<file path="src/rtl/mul_ucode_seq_if.sv">
// Fetch <-> microcode sequencer link: multiply operands in, micro-op stream and status out.
interface mul_ucode_seq_if;
   logic        ucode_flag;
   logic [6:0]  mul_opcode;
   logic [3:0]  mul_imm_rd;
   logic [3:0]  mul_imm_rs;
   logic [15:0] mul_imm_imm;
   logic [3:0]  ghost_PC;
   logic [31:0] ghost_instruction;
   logic        ucode_done;
   logic        seq_err;

   modport master (
      output ucode_flag, mul_opcode, mul_imm_rd, mul_imm_rs, mul_imm_imm, ghost_PC,
      input  ghost_instruction, ucode_done, seq_err
   );

   modport slave (
      input  ucode_flag, mul_opcode, mul_imm_rd, mul_imm_rs, mul_imm_imm, ghost_PC,
      output ghost_instruction, ucode_done, seq_err
   );
endinterface

</file>
<file path="src/rtl/mul_ucode_seq.sv">
// Expands immediate multiply / multiply-accumulate into shift-add micro-ops,
// one per cycle, visiting only the set bits of the immediate.
module mul_ucode_seq (
   input  logic           clk,
   input  logic           rst,
   mul_ucode_seq_if.slave bus
);
   localparam int unsigned OP_W   = 7;
   localparam int unsigned REG_W  = 4;
   localparam int unsigned IMM_W  = 16;
   localparam int unsigned STEP_W = 6;
   localparam int unsigned UOP_W  = 32;

   localparam logic [OP_W-1:0] OP_NOP  = 7'b1100100;
   localparam logic [OP_W-1:0] OP_MOV  = 7'b0000001;
   localparam logic [OP_W-1:0] OP_MOVI = 7'b0000010;
   localparam logic [OP_W-1:0] OP_ADD  = 7'b0000100;
   localparam logic [OP_W-1:0] OP_LSL  = 7'b0000110;
   localparam logic [OP_W-1:0] OP_CMPI = 7'b0001010;

   localparam logic [OP_W-1:0] OPC_MULI   = 7'b0010000;
   localparam logic [OP_W-1:0] OPC_MULI_S = 7'b0011000;
   localparam logic [OP_W-1:0] OPC_MLAI   = 7'b0110000;
   localparam logic [OP_W-1:0] OPC_MLAI_S = 7'b0111000;

   localparam logic [REG_W-1:0] SCRATCH  = 4'd15;
   localparam logic [UOP_W-1:0] NOP_WORD = {OP_NOP, 25'd0};

   typedef enum logic [2:0] {
      P_COPY  = 3'd0,
      P_CLEAR = 3'd1,
      P_SHIFT = 3'd2,
      P_ADD   = 3'd3,
      P_FLAGS = 3'd4
   } phase_t;

   phase_t             phase, phase_nxt, phase_after;
   logic [REG_W-1:0]   pos, pos_nxt, pos_after;
   logic [REG_W-1:0]   cap_rd, cap_rd_nxt;
   logic [REG_W-1:0]   cap_rs, cap_rs_nxt;
   logic [STEP_W-1:0]  step, step_nxt;
   logic [IMM_W-1:0]   mask, mask_nxt, mask_after;
   logic               err, err_nxt;
   logic               resolve, last_op;
   logic               op_valid, is_acc, is_s;
   logic [4:0]         nb_cur, nb_after;
   logic [UOP_W-1:0]   instr;
   logic               done;

   // {found, index} of the lowest set bit
   function automatic logic [4:0] lowest_set(input logic [IMM_W-1:0] m);
      logic [4:0] r;
      r = '0;
      for (int i = IMM_W - 1; i >= 0; i--) begin
         if (m[i]) r = {1'b1, 4'(i)};
      end
      return r;
   endfunction

   function automatic logic [UOP_W-1:0] uop(input logic [OP_W-1:0]  op,
                                            input logic [REG_W-1:0] rd,
                                            input logic [REG_W-1:0] rs,
                                            input logic [IMM_W-1:0] imm);
      return {op, rd, rs, 1'b0, imm};
   endfunction

   assign op_valid = (bus.mul_opcode == OPC_MULI)   || (bus.mul_opcode == OPC_MULI_S) ||
                     (bus.mul_opcode == OPC_MLAI)   || (bus.mul_opcode == OPC_MLAI_S);
   assign is_acc   = bus.mul_opcode[5];
   assign is_s     = bus.mul_opcode[3];
   assign nb_cur   = lowest_set(mask);

   // State register
   always_ff @(posedge clk) begin
      if (rst) begin
         phase  <= P_COPY;
         pos    <= '0;
         step   <= '0;
         mask   <= '0;
         cap_rd <= '0;
         cap_rs <= '0;
         err    <= 1'b0;
      end else begin
         phase  <= phase_nxt;
         pos    <= pos_nxt;
         step   <= step_nxt;
         mask   <= mask_nxt;
         cap_rd <= cap_rd_nxt;
         cap_rs <= cap_rs_nxt;
         err    <= err_nxt;
      end
   end

   // Next state: capture while idle, otherwise walk the set bits of mask
   always_comb begin
      phase_nxt   = phase;
      pos_nxt     = pos;
      step_nxt    = step;
      mask_nxt    = mask;
      cap_rd_nxt  = cap_rd;
      cap_rs_nxt  = cap_rs;
      err_nxt     = err;
      phase_after = phase;
      pos_after   = pos;
      mask_after  = mask;
      nb_after    = '0;
      resolve     = 1'b0;
      last_op     = 1'b0;

      if (!bus.ucode_flag) begin
         cap_rd_nxt = bus.mul_imm_rd;
         cap_rs_nxt = bus.mul_imm_rs;
         mask_nxt   = bus.mul_imm_imm;
         pos_nxt    = '0;
         step_nxt   = '0;
         phase_nxt  = P_COPY;
      end else begin
         if (bus.ghost_PC != step[REG_W-1:0]) err_nxt = 1'b1;

         if (!op_valid) begin
            err_nxt = 1'b1;
            last_op = 1'b1;
         end else begin
            case (phase)
               P_COPY: begin
                  if (is_acc) resolve = 1'b1;
                  else        phase_after = P_CLEAR;
               end
               P_CLEAR: resolve = 1'b1;
               P_SHIFT: begin
                  pos_after   = nb_cur[REG_W-1:0];
                  phase_after = P_ADD;
               end
               P_ADD: begin
                  mask_after[nb_cur[REG_W-1:0]] = 1'b0;
                  resolve = 1'b1;
               end
               P_FLAGS: last_op = 1'b1;
               default: last_op = 1'b1;
            endcase

            if (resolve) begin
               nb_after = lowest_set(mask_after);
               if (nb_after[4])
                  phase_after = (nb_after[REG_W-1:0] == pos_after) ? P_ADD : P_SHIFT;
               else if (is_s)
                  phase_after = P_FLAGS;
               else
                  last_op = 1'b1;
            end

            phase_nxt = phase_after;
            pos_nxt   = pos_after;
            mask_nxt  = mask_after;
            step_nxt  = step + STEP_W'(1);
         end

         if (last_op) begin
            phase_nxt = P_COPY;
            pos_nxt   = '0;
            step_nxt  = '0;
         end
      end
   end

   // Outputs: micro-op for the current phase, NOP when idle or on a bad opcode
   always_comb begin
      instr = NOP_WORD;
      done  = 1'b0;
      if (bus.ucode_flag) begin
         if (!op_valid) begin
            done = 1'b1;
         end else begin
            done = last_op;
            case (phase)
               P_COPY:  instr = uop(OP_MOV,  SCRATCH, cap_rs,  16'd0);
               P_CLEAR: instr = uop(OP_MOVI, cap_rd,  4'd0,    16'd0);
               P_SHIFT: instr = uop(OP_LSL,  SCRATCH, SCRATCH,
                                    {12'd0, 4'(nb_cur[REG_W-1:0] - pos)});
               P_ADD:   instr = uop(OP_ADD,  cap_rd,  cap_rd,  {12'd0, SCRATCH});
               P_FLAGS: instr = uop(OP_CMPI, cap_rd,  cap_rd,  16'd0);
               default: instr = NOP_WORD;
            endcase
         end
      end
   end

   assign bus.ghost_instruction = instr;
   assign bus.ucode_done        = done;
   assign bus.seq_err           = err;
endmodule

</file>
<file path="src/flat_wrapper.sv">
// flat-port wrapper written by rule: the top's interface ports become plain ports
module mul_ucode_seq_flat 
  (clk, rst, bus_ucode_flag, bus_mul_opcode, bus_mul_imm_rd, bus_mul_imm_rs, bus_mul_imm_imm, bus_ghost_PC, bus_ghost_instruction, bus_ucode_done, bus_seq_err);
  mul_ucode_seq_if bus_i ();
  input  logic clk;
  input  logic rst;
  input wire logic [$bits(bus_i.ucode_flag)-1:0] bus_ucode_flag;
  input wire logic [$bits(bus_i.mul_opcode)-1:0] bus_mul_opcode;
  input wire logic [$bits(bus_i.mul_imm_rd)-1:0] bus_mul_imm_rd;
  input wire logic [$bits(bus_i.mul_imm_rs)-1:0] bus_mul_imm_rs;
  input wire logic [$bits(bus_i.mul_imm_imm)-1:0] bus_mul_imm_imm;
  input wire logic [$bits(bus_i.ghost_PC)-1:0] bus_ghost_PC;
  output wire logic [$bits(bus_i.ghost_instruction)-1:0] bus_ghost_instruction;
  output wire logic [$bits(bus_i.ucode_done)-1:0] bus_ucode_done;
  output wire logic [$bits(bus_i.seq_err)-1:0] bus_seq_err;
  assign bus_i.ucode_flag = bus_ucode_flag;
  assign bus_i.mul_opcode = bus_mul_opcode;
  assign bus_i.mul_imm_rd = bus_mul_imm_rd;
  assign bus_i.mul_imm_rs = bus_mul_imm_rs;
  assign bus_i.mul_imm_imm = bus_mul_imm_imm;
  assign bus_i.ghost_PC = bus_ghost_PC;
  assign bus_ghost_instruction = bus_i.ghost_instruction;
  assign bus_ucode_done = bus_i.ucode_done;
  assign bus_seq_err = bus_i.seq_err;
  mul_ucode_seq u_core (.clk(clk), .rst(rst), .bus(bus_i));
endmodule
</file>
<file path="config.mk">
export PLATFORM = sky130hd
export DESIGN_NAME = mul_ucode_seq_flat
export DESIGN_NICKNAME = d
export VERILOG_FILES = /design/src/rtl/mul_ucode_seq_if.sv /design/src/rtl/mul_ucode_seq.sv /design/src/flat_wrapper.sv
export SDC_FILE = /design/constraint.sdc
export NUM_CORES = 1
export LEC_CHECK = 0
export ABC_AREA = 1
export BUFFER_PORTS_ARGS = -buffer_cell sky130_fd_sc_hd__buf_2
export CAP_MARGIN = 20
export CORE_MARGIN = 8
export CORE_UTILIZATION = 45
export DETAILED_ROUTE_END_ITERATION = 8
export GPL_TIMING_DRIVEN = 0
export PLACE_DENSITY = 0.75
export SLEW_MARGIN = 20
export SYNTH_ARGS = -nofsm -noshare
export SYNTH_HDL_FRONTEND = slang
export SYNTH_SLANG_ARGS = --single-unit
export TNS_END_PERCENT = 10
</file>
<file path="constraint.sdc">
create_clock -name clk -period 2.37 [get_ports clk]
set_input_delay 0.1185 -clock clk [delete_from_list [all_inputs] [get_ports clk]]
set_output_delay 0.1185 -clock clk [all_outputs]
set_load 0.01 [all_outputs]
</file>
Yosys cells after proc, flatten, opt, wreduce, memory -nomap -nowiden

Index checks and enable logic that the tools add are counted.

Flip-flop bits (word level): 38
Output and inout bits: 34
Word-level logic and storage cells: 103

Add/sub/neg operators: 2
Order comparisons: 2
Reductions and logical operators: 9
Multiplexer cells: 68
Equality and inequality tests: 12
Bitwise operators: 3

Operator list:

| operator                                                                            | count |
|---|---|
| 32-bit case mux with 5 select lines                                                 | 1 |
| 5-bit two-way mux                                                                   | 19 |
| 16-bit two-way mux                                                                  | 5 |
| 4-bit two-way mux                                                                   | 19 |
| 32-bit two-way mux                                                                  | 2 |
| 16-bit AND                                                                          | 1 |
| 16-bit NOT                                                                          | 1 |
| 1-bit two-way mux                                                                   | 15 |
| 7-bit by 5-bit equality test with 1-bit output, second input constant               | 2 |
| 7-bit by 6-bit equality test with 1-bit output, second input constant               | 2 |
| 3-bit two-way mux                                                                   | 4 |
| 6-bit by 1-bit adder with 6-bit output, second input constant                       | 1 |
| 3-bit by 2-bit equality test with 1-bit output, second input constant               | 2 |
| 3-bit case mux with 2 select lines                                                  | 1 |
| 4-bit by 5-bit less-than comparator with 1-bit output, second input constant        | 1 |
| 1-bit demux with 4-bit select                                                       | 1 |
| 4-bit equality test                                                                 | 1 |
| 4-bit by 1-bit greater-or-equal comparator with 1-bit output, second input constant | 1 |
| 4-bit != test                                                                       | 1 |
| 4-bit OR reduction                                                                  | 1 |
| 4-bit subtractor                                                                    | 1 |
| 3-bit by 1-bit equality test with 1-bit output, second input constant               | 1 |
| 3-bit equality test, second input constant                                          | 1 |
| 3-bit logical NOT                                                                   | 1 |
| 9 further kinds                                                                     | 11 |

Longest topological paths before layout

Gate-level depths: netlist of run 1.

Depth in word-level cells: 50
Mapped depth: 34
Mapped depth without buffers: 34

Least setup slack after synthesis of run 1

No wires, ideal clock.

Path type: register to output
Start: reg u_core.mask[14]
End: out bus_ghost_instruction[2]
Buffers on the path: 0
Arrival: 2.520 ns
Stages on the path, launching flop included: 22
Data required time: 2.251 ns
Setup slack: -0.269 ns
Cell sequence: dfxtp_1 -> inv_2 -> nand2_1 -> nand2_1 -> nand2_1 -> nand2_1 -> nand2_1 -> nand2_1 -> nand2_1 -> nand2_1 -> nand2_1 -> nand2_1 -> nand2_1 -> nand2_1 -> nand2_2 -> nand2_2 -> nand2_4 -> ha_1 -> inv_1 -> fa_1 -> xnor2_1 -> a2111oi_0

Longest elaborated chain between the ends: 19

Ends and longest elaborated chain:

| what                                | RTL line             | text |
|---|---|---|
| start, declared                     | mul_ucode_seq.sv:42  | `logic [IMM_W-1:0] mask, mask_nxt, mask_after;` |
| start signal, assigned              | mul_ucode_seq.sv:87  | `mask <= mask_nxt;` |
| 4-bit two-way mux (15 in series)    | mul_ucode_seq.sv:55  | `if (m[i]) r = {1'b1, 4'(i)};` |
| 4-bit subtractor                    | mul_ucode_seq.sv:179 | `{12'd0, 4'(nb_cur[REG_W-1:0] - pos)});` |
| 32-bit case mux with 5 select lines | mul_ucode_seq.sv:175 | `case (phase)` |
| 32-bit two-way mux                  | mul_ucode_seq.sv:171 | `if (!op_valid) begin` |
| 32-bit two-way mux                  | mul_ucode_seq.sv:170 | `if (bus.ucode_flag) begin` |
| end, declared                       | flat_wrapper.sv:13   | `output wire logic [$bits(bus_i.ghost_instruction)-1:0] bus_ghost_instruction;` |

No other way between the ends.

Final worst setup path of run 1

Start: reg u_core.mask[14]
End: reg u_core.mask[3]

Longest elaborated chain between the ends: 26
Elaborated cells on any way between the ends: 27

Ends and longest elaborated chain:

| what                                                                                                                                                               | RTL line             | text |
|---|---|---|
| 4-bit two-way mux * (15 in series)                                                                                                                                 | mul_ucode_seq.sv:55  |  |
| 4-bit by 5-bit less-than comparator with 1-bit output (implied by the code) / 4-bit by 1-bit greater-or-equal comparator with 1-bit output (equally long branches) | mul_ucode_seq.sv:135 | `mask_after[nb_cur[REG_W-1:0]] = 1'b0;` |
| 1-bit logical AND (implied by the code)                                                                                                                            | mul_ucode_seq.sv:135 |  |
| 1-bit two-way mux (implied by the code)                                                                                                                            | mul_ucode_seq.sv:135 |  |
| 1-bit demux with 4-bit select *                                                                                                                                    | --                   |  |
| 16-bit NOT (no line) *                                                                                                                                             | --                   |  |
| 16-bit AND (no line) *                                                                                                                                             | --                   |  |
| 16-bit two-way mux *                                                                                                                                               | mul_ucode_seq.sv:124 | `case (phase)` |
| 16-bit two-way mux *                                                                                                                                               | mul_ucode_seq.sv:120 | `if (!op_valid) begin` |
| 16-bit two-way mux *                                                                                                                                               | mul_ucode_seq.sv:110 | `if (!bus.ucode_flag) begin` |
| 16-bit two-way mux *                                                                                                                                               | mul_ucode_seq.sv:120 |  |
| 16-bit two-way mux *                                                                                                                                               | mul_ucode_seq.sv:110 |  |

Every way passes the cells marked *; elsewhere a longest branch is shown, timed or not. The select of a mux whose other input is x is not followed.
A chain may end at the register's enable or synchronous reset.

==> metrics.csv, run 1 <==
stage,metric,value,unit
worst_setup_path,cell repeated most along the worst path,nand2_1,
synth,post-synthesis cell count,432,
pwr,total power,0.00169,W
synth,Synth Cell Area,2680,µm²
placement,Routability Congestion,0.917,
clock_network,CTS sink count,36,
die,chip height,93.2,µm
synth,largest family of logic cells by synthesized area,simple AND/OR/NAND/NOR gates,
pwr,VDD IR max,0.307,mV
routing,M1 WL,3.35,mm
worst_setup_path,critical path's slowest cell,dfxtp_2,
pwr,P_leak,1.66,nW
timing,post-layout min period,3060,ps
placement,HPWL after DPL,5.85,mm
cells_and_area,Final Non-Filler Cells,607,
die,Die Width,93.2,µm
synth,post-synthesis xor/xnor area fraction,0.0261,
timing,period utilization,1.29,
timing,final hold slack,47.7,ps
flow_run,Max-Cap Viols,0,
worst_setup_path,critical path class,register to register,
synth,complex-gate fraction of the synthesized area,0.149,
placement,number of port buffers,55,
routing,drt drc,0,
worst_hold_path,worst hold path type,primary input to register,
worst_setup_path,CP Capture Type,register,
synth,Simple-Gate Fraction of Synth Area,0.389,
clock_network,TritonCTS clock tree,yes,
timing,Final Worst Setup Slack,-689,ps
clock_network,CTS Hold Bufs,0,
clock_network,CTS max path bufs,2,
timing,fmax,327,MHz
status,status,finished with violations,
timing,Worst slew margin,0.637,
clock_network,Num CTS Buffers,5,
grt,vias in the first global route,2963,
worst_setup_path,WP data required,2550,ps
routing,met2 WL,4.04,mm
synth,Post-synth EDFFs,0,
timing,RSZ-0062 raised after global routing,yes,
synth,top-count cell post-synth,nand2_1,
pwr,Pwr Density,478,nW/µm²
clock_network,clk slew on worst S/H paths,80,ps
placement,Placement Setup Slack,-474,ps
synth,syn_area_per_cell,6.21,µm²
grt,initial antenna violation count,0,
cells_and_area,Final Instance Area,3530,µm²
routing,highest routed layer,met4,
cells_and_area,# nets final,574,
status,failing checks,setup timing,
die,row count,28,
routing,total number of vias,3097,
cells_and_area,layout cell share with drive strength beyond 1,0.312,
timing,Least-Margin Pin Slew,544,ps
routing,routed vias/inst,5.10,
synth,largest area contributor in the netlist,dfxtp_1,
synth,ys flop type,dfxtp_1,
grt,gr usage total,0.186,
timing,"Slew Viols, Final",0,
synth,Syn. warnings,0,
synth,synthesized flop and latch total,36,
timing,"Setup violations, final",17,
routing,metal3 WL,552,µm
cells_and_area,number of antenna diodes,0,
grt,largest net degree at the start of global routing,13,
worst_setup_path,crit path DAT,3240,ps
synth,count of cell types in the netlist,39,
synth,Yosys top cell area share,0.269,
timing,final hold vios,0,
routing,drt total wl,8.14,mm
synth,mux cell area share after synthesis,0,
placement,placed inst area,3120,µm²
die,I/O Pins,72,
worst_setup_path,Setup crit start kind,register,
grt,Overflow after GRT,0,
placement,DP Cell Count,575,
synth,Synth area leaders,"dfxtp_1, nand2_1, inv_1",
worst_setup_path,maximum net fanout on the critical path,7,
die,Placeable Area,5850,µm²
routing,post-DR wirelength/cell,13.4,µm
routing,Routed Antenna Nets,0,
synth,sequential share of the synthesized area,0.269,
clock_network,Clock Latency Late Sink,310,ps
worst_setup_path,crit-path max cell delay,340,ps
cells_and_area,Area growth syn-to-layout,31.7,%
synth,Synth async-reset ratio,0,
clock_network,H-tree depth,2,
grt,first-pass GRT wire length,13.2,mm
clock_network,CTS Root Cell,clkbuf_8,
synth,adder-cell share of the synthesized area,0.0261,
timing,skew final,9.83,ps
routing,drt first pass iters,5,
die,Initial Util,0.459,
synth,most common library cells after synthesis,"nand2_1, inv_1, nor2_1",
routing,initial DRC count,166,
die,Die ar.,8690,µm²
state kept, by name (all words and copies together) (netlist names):
register	flops
u_core.pos	4
u_core.cap_rs	4
u_core.cap_rd	4
u_core.bus.seq_err	1
u_core.phase	3
u_core.mask	16
u_core.step	4
layout by cell type (no fill, tap or decap), types with 2 or more instances in the layout:
cell type    n
a22oi_1      4
nor3_4       3
nor3_2       2
nand4_1      4
conb_1      14
nand3_2      2
xnor2_1      3
a211oi_1     2
clkbuf_8     5
dfxtp_4      2
a31oi_1     17
nor2_2       3
o21ai_0      6
a21oi_1     25
nand3_1     24
dfxtp_2      3
buf_4       39
nor2_1      37
clkbuf_1    11
ha_1         4
nand2_1    126
xor2_1       5
nor3b_1      2
nor2_4       4
inv_1       40
buf_2       55
dfxtp_1     31
or2_2        5
o31ai_4      2
nand2_2     12
nor3_1       3
inv_2       16
nand2_4      2
timing repair:
item | 4_1_cts | 5_1_grt
setup buffers | 21 | 3
pin swaps | 8 | 8
setup endpoints to repair | 25 | 30
gates resized for setup | 14 | 22
path summary, 6_finish.rpt:
check	start	end	slack (ps)	cells after the start
worst max-delay path	u_core.mask[14]$_SDFFE_PP0P_	u_core.mask[3]$_SDFFE_PP0P_	-690	30
worst min-delay path	bus_mul_imm_rd[2]	u_core.cap_rd[2]$_SDFFE_PP0N_	50	3
worst max register to register	u_core.mask[14]$_SDFFE_PP0P_	u_core.mask[3]$_SDFFE_PP0P_	-690	30
worst min register to register	u_core.bus.seq_err$_SDFFE_PP0P_	u_core.bus.seq_err$_SDFFE_PP0P_	460	2
area by class of cell:
cell class                      instances  area [µm²]
Clock buffer                            5        68.8
Tap cell                               75        93.8
Fill cell                             555        2320
Buffer                                 27         159
Inverter                               57         216
Timing Repair Buffer                   79         455
Sequential cell                        36         732
Clock inverter                          3        42.5
Multi-Input combinational cell        325        1760
metrics by stage:
step | util | TNS [ps]
6_report | 0.604 | -8150
3_5_place_dp | 0.533 | -6190
5_1_grt | 0.604 | -12670
3_3_place_gp | 0.533 | -4850
2_1_floorplan | - | -38.2
4_1_cts | 0.586 | -8210
where the power goes:
part	internal, W	switching (W)
Combinational	0.000186	0.000281
Sequential	0.000628	0.0000266
Clock	0.000311	0.000257
routing by layer:
metal | GRT usage | vias up
met1 | 0.215 | 1406
met3 | 0.0633 | 23
met2 | 0.318 | 107
met4 | 0.0497 | 0
met5 | 0 | -
li1 | - | 1561
cell families after synthesis:
family                     after synthesis
and+or+nand+nor                        233
buffers and inverters                   84
AOI/OAI and AO/OA                       65
DFF                                     36
xor gates and xnor gates                 8
adders and majority gates                5
other                                    1
critical path, delay by kind of cell (launching register included):
family / cells / cell delay, ps
AND/OR/NAND/NOR: 18 / 1200
AO/OA/AOI/OAI: 1 / 70
buffers and inverters: 11 / 1290
flip-flops: 1 / 340
No activity file was read; power rests on OpenSTA's default activity.
==> run 2: changes to the inputs <==
--- a/config.mk
+++ b/config.mk
@@ -9,10 +9,10 @@
 export BUFFER_PORTS_ARGS = -buffer_cell sky130_fd_sc_hd__buf_2
 export CAP_MARGIN = 20
 export CORE_MARGIN = 8
-export CORE_UTILIZATION = 45
+export CORE_UTILIZATION = 25
 export DETAILED_ROUTE_END_ITERATION = 8
 export GPL_TIMING_DRIVEN = 0
-export PLACE_DENSITY = 0.75
+export PLACE_DENSITY = 0.46
 export SLEW_MARGIN = 20
 export SYNTH_ARGS = -nofsm -noshare
 export SYNTH_HDL_FRONTEND = slang
==> constraint.sdc (replaced) <==
create_clock -name clk -period 3.1 [get_ports clk]
set_input_delay 0.155 -clock clk [delete_from_list [all_inputs] [get_ports clk]]
set_output_delay 0.155 -clock clk [all_outputs]
set_load 0.01 [all_outputs]
==> metrics.csv, run 2 (synthesis gave the netlist of run 1 again) <==
stage,metric,value,unit
status,status,"finished, final reports clean",
cells_and_area,# nets final,558,
worst_setup_path,CP Capture Type,primary output,
clock_network,CTS sink count,36,
timing,skew final,5.74,ps
clock_network,CTS Hold Bufs,0,
worst_hold_path,worst hold start,bus_mul_imm_rd[3],
worst_hold_path,Hold Crit Endpoint,u_core.cap_rd[3]$_SDFFE_PP0N_,
worst_setup_path,worst r2r src,u_core.mask[8]$_SDFFE_PP0P_,
die,Die ar.,14300,µm²
cells_and_area,layout cell share with drive strength beyond 1,0.273,
die,row count,38,
pwr,VDD IR max,0.151,mV
clock_network,Clock Latency Late Sink,290,ps
grt,vias in the first global route,3033,
worst_hold_path,hold path cells,3,
cells_and_area,Area growth syn-to-layout,28.5,%
die,I/O Pins,72,
worst_setup_path,maximum net fanout on the critical path,4,
cells_and_area,number of antenna diodes,0,
grt,initial antenna violation count,0,
routing,routed vias/inst,4.41,
routing,drt first pass iters,4,
cells_and_area,Final Instance Area,3450,µm²
cells_and_area,FF+latch area,732,µm²
cells_and_area,"Core Util, Final",0.324,
grt,gr usage total,0.118,
clock_network,Num CTS Buffers,5,
timing,Least-Margin Pin Slew,666,ps
cells_and_area,Top reg by flops,u_core.mask,
clock_network,TritonCTS clock tree,yes,
timing,final hold slack,107,ps
pwr,P_leak,1.59,nW
timing,final hold vios,0,
routing,total number of vias,2890,
routing,drt drc,0,
worst_setup_path,crit path DAT,2880,ps
pwr,Pwr Density,350,nW/µm²
die,Placeable Area,10700,µm²
cells_and_area,"leading cell types in the layout, fill and taps excluded","nand2_1, buf_2, inv_1",
cells_and_area,Multi-input gate area,1730,µm²
timing,"Slew Viols, Final",0,
placement,number of port buffers,55,
timing,Worst slew margin,0.554,
worst_setup_path,Setup crit start kind,register,
clock_network,CTS max path bufs,2,
routing,drt total wl,8.25,mm
routing,Routed Antenna Nets,0,
grt,first-pass GRT wire length,14.2,mm
worst_setup_path,WP data required,2940,ps
timing,post-layout min period,3030,ps
timing,"Setup violations, final",0,
grt,largest net degree at the start of global routing,12,
clock_network,clk slew on worst S/H paths,80,ps
clock_network,CTS Root Cell,clkbuf_8,
cells_and_area,Fill cells,1238,
grt,Overflow after GRT,0,
placement,placed inst area,3180,µm²
worst_setup_path,critical path class,register to primary output,
worst_setup_path,R2R setup slack,320,ps
placement,Routability Congestion,0.818,
die,Die Width,120,µm
routing,initial DRC count,124,
worst_setup_path,worst r2r path cells,18,
placement,HPWL after DPL,6.60,mm
cells_and_area,max reg flops,16,
flow_run,Max-Cap Viols,0,
worst_setup_path,worst flop-to-flop path endpoint,u_core.pos[1]$_SDFFE_PP0N_,
timing,RSZ-0062 raised after global routing,yes,
pwr,total power,0.00120,W
timing,period utilization,0.979,
worst_hold_path,worst hold path type,primary input to register,
routing,post-DR wirelength/cell,12.6,µm
cells_and_area,"commonest non-fill, non-tap cell in the layout",nand2_1,
timing,fmax,330,MHz
clock_network,H-tree depth,2,
die,Initial Util,0.252,
die,chip height,120,µm
-- run 2: cell types whose count changed in the layout (fill, tap and decap cells not counted), moves of 2 or more --
cell     delta
buf_4      -17
nand2_1     +7
nand2_2     -7
nand3_1     +2
nor2_1      +2
nor2_4      -2
-- run 2: worst max-delay path, cell delays in order, from the launching register on --
cell,delay (ps)
dfxtp_1,370
nor4_4,330
inv_2,50
nor2_2,140
inv_2,60
a21oi_4,200
inv_2,60
nor2_4,110
nand2_2,90
o31ai_2,320
nand2_2,140
nor3_4,220
nand3_2,100
inv_2,80
nand2_2,60
a21oi_2,120
buf_2,150
-- run 2: how the worst max path moves through the flow --
stage	start	to	slack, ps	cells past startpoint
CTS	u_core.mask[14]$_SDFFE_PP0P_	bus_ucode_done	-1	28
detailed placement	u_core.mask[14]$_SDFFE_PP0P_	bus_ghost_instruction[2]	60	22
global placement	u_core.mask[14]$_SDFFE_PP0P_	bus_ghost_instruction[2]	100	22
finish	u_core.mask[8]$_SDFFE_PP0P_	bus_ucode_done	70	16
floorplan	u_core.mask[14]$_SDFFE_PP0P_	bus_ghost_instruction[2]	420	21
global route	u_core.mask[14]$_SDFFE_PP0P_	bus_ucode_done	-170	28
-- run 2: area by class of cell --
class,instances,area share
Sequential cell,36,0.212
Clock inverter,2,0.00290
Multi-Input combinational cell,325,0.503
Tap cell,140,0.0508
Clock buffer,6,0.0240
Inverter,57,0.0628
Timing Repair Buffer,63,0.0984
Buffer,27,0.0458
-- run 2: metal layers --
metal	GRT usage	vias up	wire length (µm)
met2	0.202	70	3820
met4	0.0258	0	64
met1	0.144	1286	3930
met5	0	-	0
met3	0.0338	7	446
li1	-	1527	-
-- run 2: report_power, final --
part           leakage (nW)  switching, W  internal, W
Clock                0.0510      0.000189     0.000178
Sequential            0.297     0.0000188     0.000480
Combinational          1.24      0.000203     0.000136
Total                  1.59      0.000411     0.000794
-- run 2: timing repair --
action,in CTS,in global routing
gates resized for setup,17,11
buffers inserted,4,4
pin swaps,9,8
setup endpoints to repair,2,14
-- run 2: through the flow --
stage / TNS, ps / instances / setup WS [ps]
final: 0 / 656 / 66.4
after global routing: -465 / 656 / -166
after CTS: -1.37 / 652 / -1.37
after detailed placement: 0 / 640 / 57.4
after global placement: 0 / 640 / 99.2
after floorplan: 0 / 445 / 425
==> run 3: changes to the inputs <==
==> constraint.sdc (replaced) <==
create_clock -name clk -period 3.1 [get_ports clk]
set_input_delay 0.465 -clock clk [delete_from_list [all_inputs] [get_ports clk]]
set_output_delay 0.465 -clock clk [all_outputs]
set_load 0.01 [all_outputs]
==> metrics.csv, run 3 (synthesis gave the netlist of run 1 again) <==
stage,metric,value,unit
status,status,finished with violations,
status,failing checks,setup timing,
clock_network,clk slew on worst S/H paths,80,ps
clock_network,CTS Root Cell,clkbuf_8,
pwr,Sw Pwr,0.000413,W
clock_network,CTS max path bufs,2,
worst_setup_path,cell repeated most along the worst path,inv_2,
clock_network,Clock Latency Late Sink,290,ps
pwr,P_leak,1.59,nW
grt,largest net degree at the start of global routing,12,
worst_setup_path,WP data required,2630,ps
placement,placed inst area,3180,µm²
clock_network,CTS Hold Bufs,0,
grt,first-pass GRT wire length,14.2,mm
die,row count,38,
pwr,total power,0.00121,W
die,chip height,120,µm
routing,met2 WL,3.86,mm
routing,highest routed layer,met4,
pwr,switching share of power,0.342,
cells_and_area,Area growth syn-to-layout,28.9,%
pwr,internal power,0.000795,W
die,Initial Util,0.252,
worst_setup_path,crit-path max cell delay,370,ps
worst_setup_path,critical path class,register to primary output,
routing,metal3 WL,458,µm
placement,DP Cell Count,640,
cells_and_area,# nets final,558,
timing,post-layout min period,3320,ps
worst_hold_path,worst hold path type,primary input to register,
die,Placeable Area,10700,µm²
timing,Least-Margin Pin Slew,591,ps
routing,drt drc,0,
worst_setup_path,worst r2r path cells,30,
grt,Overflow after GRT,0,
clock_network,H-tree depth,2,
pwr,clock share of power,0.302,
routing,drt total wl,8.29,mm
worst_setup_path,R2R setup slack,330,ps
worst_setup_path,maximum net fanout on the critical path,4,
worst_hold_path,hold path cells,3,
cells_and_area,max reg flops,16,
grt,vias in the first global route,3033,
timing,"Slew Viols, Final",0,
clock_network,CTS sink count,36,
worst_setup_path,crit path DAT,2850,ps
cells_and_area,Final Non-Filler Cells,656,
worst_setup_path,Setup crit start kind,register,
cells_and_area,number of antenna diodes,0,
clock_network,TritonCTS clock tree,yes,
pwr,VDD IR max,0.149,mV
timing,skew final,4.45,ps
timing,final hold vios,0,
timing,Worst slew margin,0.604,
grt,initial antenna violation count,0,
cells_and_area,"commonest non-fill, non-tap cell in the layout",nand2_1,
worst_setup_path,CP Capture Type,primary output,
timing,final hold slack,417,ps
placement,number of port buffers,55,
timing,setup_tns,-502,ps
pwr,Pwr Density,349,nW/µm²
worst_setup_path,"Critical Path, Cell by Cell","nor4_4, inv_2, nor2_2, inv_2, a21oi_4, inv_2, nor2_4, nand2_2, o31ai_4, nand2_2, nor3_4, nand3_2, inv_2, nand2_2, a21oi_2, buf_2",
timing,RSZ-0062 raised after global routing,yes,
routing,Routed Antenna Nets,0,
timing,"Setup violations, final",4,
flow_run,Max-Cap Viols,0,
die,I/O Pins,72,
die,Die Width,120,µm
cells_and_area,layout cell share with drive strength beyond 1,0.283,
routing,total number of vias,2877,
timing,Final Worst Setup Slack,-216,ps
routing,routed vias/inst,4.39,
placement,HPWL after DPL,6.60,mm
pwr,Comb power frac,0.284,
clock_network,Num CTS Buffers,5,
routing,post-DR wirelength/cell,12.6,µm
cells_and_area,"leading cell types in the layout, fill and taps excluded","nand2_1, buf_2, inv_1",
cells_and_area,Final Instance Area,3460,µm²
routing,drt first pass iters,4,
grt,gr usage total,0.118,
die,Die ar.,14300,µm²
worst_setup_path,critical path's slowest cell,dfxtp_1,
timing,fmax,302,MHz
placement,Routability Congestion,0.818,
timing,period utilization,1.07,
routing,M1 WL,3.90,mm
cells_and_area,Top reg by flops,u_core.mask,
routing,initial DRC count,132,
pwr,Flop pwr share,0.413,
## run 3: timing repair
action                     in CTS  in global routing
gates resized for setup        19                 18
setup buffers                   4                  4
setup endpoints to repair      16                 29
pin swaps                       9                  9
## run 3: final timing paths
| check | startpoint | to |
|---|---|---|
| worst max register to register | u_core.mask[14]$_SDFFE_PP0P_ | u_core.phase[0]$_SDFFE_PP0N_ |
| worst min-delay path | bus_mul_imm_rd[3] | u_core.cap_rd[3]$_SDFFE_PP0N_ |
| worst max-delay path | u_core.mask[8]$_SDFFE_PP0P_ | bus_ucode_done |
| worst min register to register | u_core.bus.seq_err$_SDFFE_PP0P_ | u_core.bus.seq_err$_SDFFE_PP0P_ |
## run 3: layout make-up
class,instances,area (µm²)
fill,1239,7190
multi-input combinational,325,1740
sequential,36,732
timing repair buffer,63,339
inverter,57,219
tap,140,175
buffer,27,159
clock buffer,6,82.6
clock inverter,2,10.0
## run 3: metal layers
| layer | GRT usage | vias up |
|---|---|---|
| met2 | 0.202 | 65 |
| li1 | - | 1524 |
| met4 | 0.0258 | 0 |
| met1 | 0.144 | 1281 |
| met5 | 0 | - |
| met3 | 0.0338 | 7 |
## run 3: stage by stage
step	setup slack, ps	utilization
6_report	-216	0.325
3_3_place_gp	-291	0.299
2_1_floorplan	115	-
4_1_cts	-311	0.316
3_5_place_dp	-335	0.299
5_1_grt	-461	0.325
## run 3: power groups by stage
stage	Combinational, W	Clock, W	Sequential, W
3_3_place_gp	0.000298	0	0.000510
3_5_place_dp	0.000299	0	0.000510
6_report	0.000343	0.000365	0.000499
5_1_grt	0.000388	0.000404	0.000503
2_1_floorplan	0.000222	0	0.000506
4_1_cts	0.000324	0.000380	0.000498
## run 3: worst max-delay path: cells and delay by family, from the launching register on
kind / cells / cell delay [ps]
DFF: 1 / 370
buffers and inverters: 5 / 400
AOI/OAI and AO/OA: 3 / 590
and+or+nand+nor: 8 / 1180
